`src/rtl/result_argmax.sv`:
```
// result_argmax: scans a signed 32-bit result array over an Avalon-MM master and posts
// the maximum value and the index of its first occurrence. Macro RESULT_ARGMAX_IRQ_EN adds the done interrupt.
module result_argmax (
    input  logic        clk,
    input  logic        reset_n,
    input  logic        slave_chipselect,
    input  logic        slave_read,
    input  logic        slave_write,
    input  logic [1:0]  slave_address,
    input  logic [31:0] slave_writedata,
    output logic [31:0] slave_readdata,
    output logic [31:0] master_address,
    output logic        master_read,
    input  logic [31:0] master_readdata,
    input  logic        master_waitrequest,
    output logic        irq
);

    typedef enum logic [2:0] {
        IDLE,
        INIT,
        READ,
        CMP,
        DONE
    } state_t;

    localparam logic [31:0] MIN_VAL = 32'h8000_0000;

    state_t      state_q, state_d;
    logic        go_q, go_d;
    logic [10:0] count_q, count_d;
    logic        irq_en_q, irq_en_d;
    logic        done_q, done_d;
    logic [29:0] base_q, base_d;
    logic [31:0] maxval_q, maxval_d;
    logic [10:0] maxidx_q, maxidx_d;
    logic [10:0] idx_q, idx_d;
    logic [31:0] rdata_q, rdata_d;
    logic [31:0] readdata_q, readdata_d;
    logic        master_read_q, master_read_d;
    logic [31:0] master_address_q, master_address_d;
    logic        irq_q, irq_d;

    logic        slave_rd;
    logic        slave_wr;
    logic        busy;
    logic [31:0] base_addr;
    logic [31:0] ctrl_word;
    logic        unused_wdata;

    // A simultaneous read and write is resolved in favour of the read.
    assign slave_rd     = slave_chipselect & slave_read;
    assign slave_wr     = slave_chipselect & slave_write & ~slave_read;
    assign busy         = (state_q != IDLE);
    assign base_addr    = {base_q, 2'b00};
    assign ctrl_word    = {done_q, irq_en_q, 18'd0, count_q, go_q};
    assign unused_wdata = ^slave_writedata[30:12];

    always_comb begin
        state_d    = state_q;
        go_d       = go_q;
        count_d    = count_q;
        irq_en_d   = irq_en_q;
        done_d     = done_q;
        base_d     = base_q;
        maxval_d   = maxval_q;
        maxidx_d   = maxidx_q;
        idx_d      = idx_q;
        rdata_d    = rdata_q;
        readdata_d = readdata_q;

        if (slave_rd) begin
            case (slave_address)
                2'd0:    readdata_d = ctrl_word;
                2'd1:    readdata_d = base_addr;
                2'd2:    readdata_d = maxval_q;
                default: readdata_d = {21'd0, maxidx_q};
            endcase
        end

        if (slave_wr && !busy) begin
            if (slave_address == 2'd0) begin
                go_d    = slave_writedata[0];
                count_d = slave_writedata[11:1];
                done_d  = 1'b0;
`ifdef RESULT_ARGMAX_IRQ_EN
                irq_en_d = slave_writedata[30];
`endif
            end else if (slave_address == 2'd1) begin
                base_d = slave_writedata[31:2];
            end
        end

        case (state_q)
            IDLE: begin
                if (go_q) begin
                    state_d = INIT;
                end
            end
            INIT: begin
                idx_d    = 11'd0;
                maxval_d = MIN_VAL;
                maxidx_d = 11'd0;
                state_d  = (count_q == 11'd0) ? DONE : READ;
            end
            READ: begin
                if (!master_waitrequest) begin
                    rdata_d = master_readdata;
                    state_d = CMP;
                end
            end
            CMP: begin
                // Strictly-greater keeps the lowest index on ties; element 0 always seeds the max.
                if (($signed(rdata_q) > $signed(maxval_q)) || (idx_q == 11'd0)) begin
                    maxval_d = rdata_q;
                    maxidx_d = idx_q;
                end
                idx_d   = idx_q + 11'd1;
                state_d = (idx_d == count_q) ? DONE : READ;
            end
            DONE: begin
                done_d  = 1'b1;
                go_d    = 1'b0;
                state_d = IDLE;
            end
            default: begin
                state_d = IDLE;
            end
        endcase

        // Master outputs are registered from the next state so they line up with READ.
        master_read_d    = (state_d == READ);
        master_address_d = master_read_d ? (base_addr + {19'd0, idx_d, 2'b00}) : 32'd0;

`ifdef RESULT_ARGMAX_IRQ_EN
        irq_d = done_d & irq_en_d;
`else
        irq_en_d = 1'b0;
        irq_d    = 1'b0;
`endif
    end

    always_ff @(posedge clk or negedge reset_n) begin
        if (!reset_n) begin
            state_q          <= IDLE;
            go_q             <= 1'b0;
            count_q          <= 11'd0;
            irq_en_q         <= 1'b0;
            done_q           <= 1'b0;
            base_q           <= 30'd0;
            maxval_q         <= MIN_VAL;
            maxidx_q         <= 11'd0;
            idx_q            <= 11'd0;
            rdata_q          <= 32'd0;
            readdata_q       <= 32'd0;
            master_read_q    <= 1'b0;
            master_address_q <= 32'd0;
            irq_q            <= 1'b0;
        end else begin
            state_q          <= state_d;
            go_q             <= go_d;
            count_q          <= count_d;
            irq_en_q         <= irq_en_d;
            done_q           <= done_d;
            base_q           <= base_d;
            maxval_q         <= maxval_d;
            maxidx_q         <= maxidx_d;
            idx_q            <= idx_d;
            rdata_q          <= rdata_d;
            readdata_q       <= readdata_d;
            master_read_q    <= master_read_d;
            master_address_q <= master_address_d;
            irq_q            <= irq_d;
        end
    end

    assign slave_readdata = readdata_q;
    assign master_read    = master_read_q;
    assign master_address = master_address_q;
    assign irq            = irq_q;

endmodule

```
`config.mk`:
```
export PLATFORM = sky130hd
export DESIGN_NAME = result_argmax
export DESIGN_NICKNAME = d
export VERILOG_FILES = /design/src/rtl/result_argmax.sv
export SDC_FILE = /design/constraint.sdc
export NUM_CORES = 1
export LEC_CHECK = 0
export ABC_AREA = 1
export CAP_MARGIN = 0
export CORE_ASPECT_RATIO = 1.5
export CORE_UTILIZATION = 60
export CTS_BUF_LIST = sky130_fd_sc_hd__clkbuf_8
export DETAILED_ROUTE_END_ITERATION = 8
export PLACE_DENSITY_LB_ADDON = 0.1
export SLEW_MARGIN = 20
export SYNTH_ARGS = -nofsm -noshare
export SYNTH_HDL_FRONTEND = slang
export SYNTH_SLANG_ARGS = --single-unit
```
`constraint.sdc`:
```
create_clock -name clk -period 5 [get_ports clk]
set_input_delay 1 -clock clk [delete_from_list [all_inputs] [get_ports clk]]
set_output_delay 1 -clock clk [all_outputs]
set_load 0.01 [all_outputs]
```
==> flow_summary.yaml <==
layout:
  final_nets: 1467
  final_core_util_pct: 72.7
  syn_to_final_growth_pct: 18.0
  drive_gt1_share_pct: 5.74
  register_area_um2: 4880
  multi_input_area_um2: 4450
  fillCellCount: 1320
  n_antenna_cell: 0
die:
  die_h_um: 160
  die_area_um2: 17200
  die_w_um: 108
  rows: 57
  io_pins: 138
  coreArea_um2: 16300
  start_util_pct: 61.7
worst_setup_path:
  worst_ep_arrival_time_ns: 3.89
  crit_type: "reg2reg"
  cp_max_fo: 14
  end_kind: "flop"
  reg2reg_setup_slack_ns: 1.46
  ff2ff_path_depth: 13
  r2r-end: "master_address[23]"
  reg2reg_from: "state_q[2]"
  worst_ep_required_time_ns: 5.36
  critPathLaunchType: "flop"
global_route:
  gr-usage-all-layers_pct: 33.1
  grt_max_degree: 122
  grt_pass1_wl_um: 43400
  gr-total-overflow: 0
  grt_pass1_vias: 8591
  antenna_found_initial: 0
hold_path:
  min_to: "maxval_q[31]"
  hold_depth: 2
  min-delay-start: "maxval_q[31]"
  hp-class: "reg2reg"
sta:
  setup_tns_ns: 0
  setup_violations: 0
  finalHoldViolations: 0
  maxSlewHeadroom_pct: 33.4
  skew_ns: 0.0184
  fin_crit_ns: 3.54
  fmax_ghz: 0.283
  tightestPinTransition_ns: 0.998
  report.final.slew_viol_count: 0
  fin_crit_sh_pct: 70.7
  grt_setup_unrepaired: "no"
routing:
  viasPerCell: 5.59
  dr_wl_met2_um: 14100
  routed.top_layer: "met4"
  final_antenna_net_count: 0
  dr_wl_met3_um: 1340
  drt_first_pass_iters: 5
  drc_errors: 0
  wl_per_cell_um: 17.2
  vias: 8735
  wl_met1_um: 10300
  drtIter0Drc: 623
  totalWireLength_um: 26900
clock_network:
  clock_latency_ns: 0.47
  cts_resized: 0
  cts_hold_buf: 0
  cts.path.max_buffers: 2
  post-cts-setup-buffer-count: 0
  cts_buffers: 17
  h-tree-depth: 4
  clk_pin_slew_ns: 0.10
  cts_tree: "done"
  clock-root-buffer: "clkbuf_8"
  cts.sink_count: 195
power_and_ir_drop:
  vdd_drop_max_v: 0.000325
  pwr-share-seq_pct: 40.8
  p_leak_uw: 0.00591
  total_power_uw: 6780
  power_switching_uw: 3030
  p_per_area_nw_per_um2: 573
  p_comb_share_pct: 44.9
  clkPwrFrac_pct: 14.3
  internal_power_uw: 3760
  swShare_pct: 44.6
synth:
  synth.yosys.seq_area_share_pct: 48.7
  yosysWarnings: 0
  synth-main-ff-cell: "dfrtp_1"
  synth_top_area_share_pct: 48.4
  synth_area_um2: 10000
  ys_top_cells_by_count: "nand2_1, dfrtp_1, inv_1"
  synth_edf_count: 0
  synth.distinct_cells: 44
  synth-seq-cells: 195
  synth-async-reset-ratio_pct: 100
  synth_area_leaders: "dfrtp_1, nand2_1, ha_1"
  syn_area_per_cell_um2: 8.16
  synth_top_area_cell: "dfrtp_1"
  syn_inst: 1229
  yosys.cell_count.top_type: "nand2_1"
run:
  cap_violations: 0
run_status:
  status: "complete, no violations"
place:
  place_hpwl_um: 19800
  port_buffers: 134
  gp_congestion: 0.950
[power groups by stage]
stage / combinational, uW / sequential [uW] / clock [uW]
2_1_floorplan: 2060 / 2650 / 0
3_3_place_gp: 2960 / 2780 / 0
3_5_place_dp: 3040 / 2780 / 0
4_1_cts: 3050 / 2760 / 987
5_1_grt: 3440 / 2830 / 1050
6_report: 3050 / 2770 / 969
[per-layer routing]
layer | track usage [%] | vias up
li1 | - | 4183
met1 | 40.8 | 4150
met2 | 57.2 | 331
met3 | 4.30 | 71
met4 | 15.3 | 0
met5 | 0 | -
[critical path: stages, from the launching register on]
cell	delay (ns)
dfrtp_1	0.45
nor2_1	0.15
nand2_1	0.33
nand2_1	0.48
o21ai_0	0.26
ha_1	0.36
nand2_1	0.13
nor2_1	0.20
nand4_1	0.10
o21ai_0	0.43
nand2_1	0.16
nor2_1	0.15
xor2_1	0.17
nor2_1	0.06
[per-stage QoR]
step / std cells / area (um^2) / setup WS [ns] / hold slack, ns
final: 1564 / 11800 / 1.46 / 0.480
after detailed placement: 1532 / 11500 / 1.57 / 0.458
after global routing: 1564 / 11800 / 1.13 / 0.502
after global placement: 1532 / 11500 / 1.59 / 0.453
after CTS: 1564 / 11800 / 1.56 / 0.477
after floorplan: 1231 / 10000 / 2.21 / 0.442
[cell usage in the layout (no fill, tap or decap), drive strengths merged, types with 9 or more instances in the layout]
| cell type | netlist | final |
|---|---|---|
| a21oi | 51 | 51 |
| buf | 15 | 9 |
| clkbuf | 33 | 19 |
| a31oi | 20 | 20 |
| nand3 | 76 | 76 |
| dfrtp | 194 | 194 |
| nand2 | 404 | 404 |
| nor2 | 111 | 111 |
| nor3 | 9 | 9 |
| xor2 | 18 | 18 |
| clkdlybuf4s50 | 0 | 133 |
| o21ai | 53 | 53 |
| o22ai | 10 | 10 |
| inv | 122 | 129 |
| nand4 | 18 | 18 |
| ha | 49 | 49 |
[cells by family after synthesis]
| kind of cell | share of synthesized area (%) |
|---|---|
| AND/OR/NAND/NOR | 25.9 |
| flip-flops | 48.7 |
| buffers and inverters | 7.03 |
| AO/OA/AOI/OAI | 8.79 |
| adder cells (fa/ha/maj) | 6.31 |
| XOR/XNOR | 2.50 |
| multiplexers | 0.786 |
| other | 0.0374 |
[state kept, by name (all words and copies together) (netlist names)]
signal,flops
maxval_q,32
maxidx_q,11
master_address,30
go_q,1
base_q,30
idx_q,11
slave_readdata,32
master_read,1
done_q,1
state_q,3
rdata_q,32
count_q,11
[area by class of cell]
class / count / area share [%]
flip-flops and latches: 195 / 41.3
multi-input cells: 866 / 37.6
repair buffers: 143 / 11.9
inverters: 122 / 3.87
well taps: 206 / 2.18
clock buffers: 18 / 2.09
clock inverters: 14 / 1.00
[how the worst max path moves through the flow]
stage          startpoint                 end  slack (ns)  cells after the start
6_report       state_q[2]  master_address[23]        1.46                     13
5_1_grt        state_q[2]  master_address[23]        1.13                     13
4_1_cts        state_q[2]  master_address[23]        1.56                     13
3_5_place_dp   state_q[2]  master_address[23]        1.57                     13
3_3_place_gp   state_q[2]  master_address[23]        1.59                     13
2_1_floorplan    idx_q[0]  master_address[26]        2.21                     16
(Power assumes the default switching activity.)
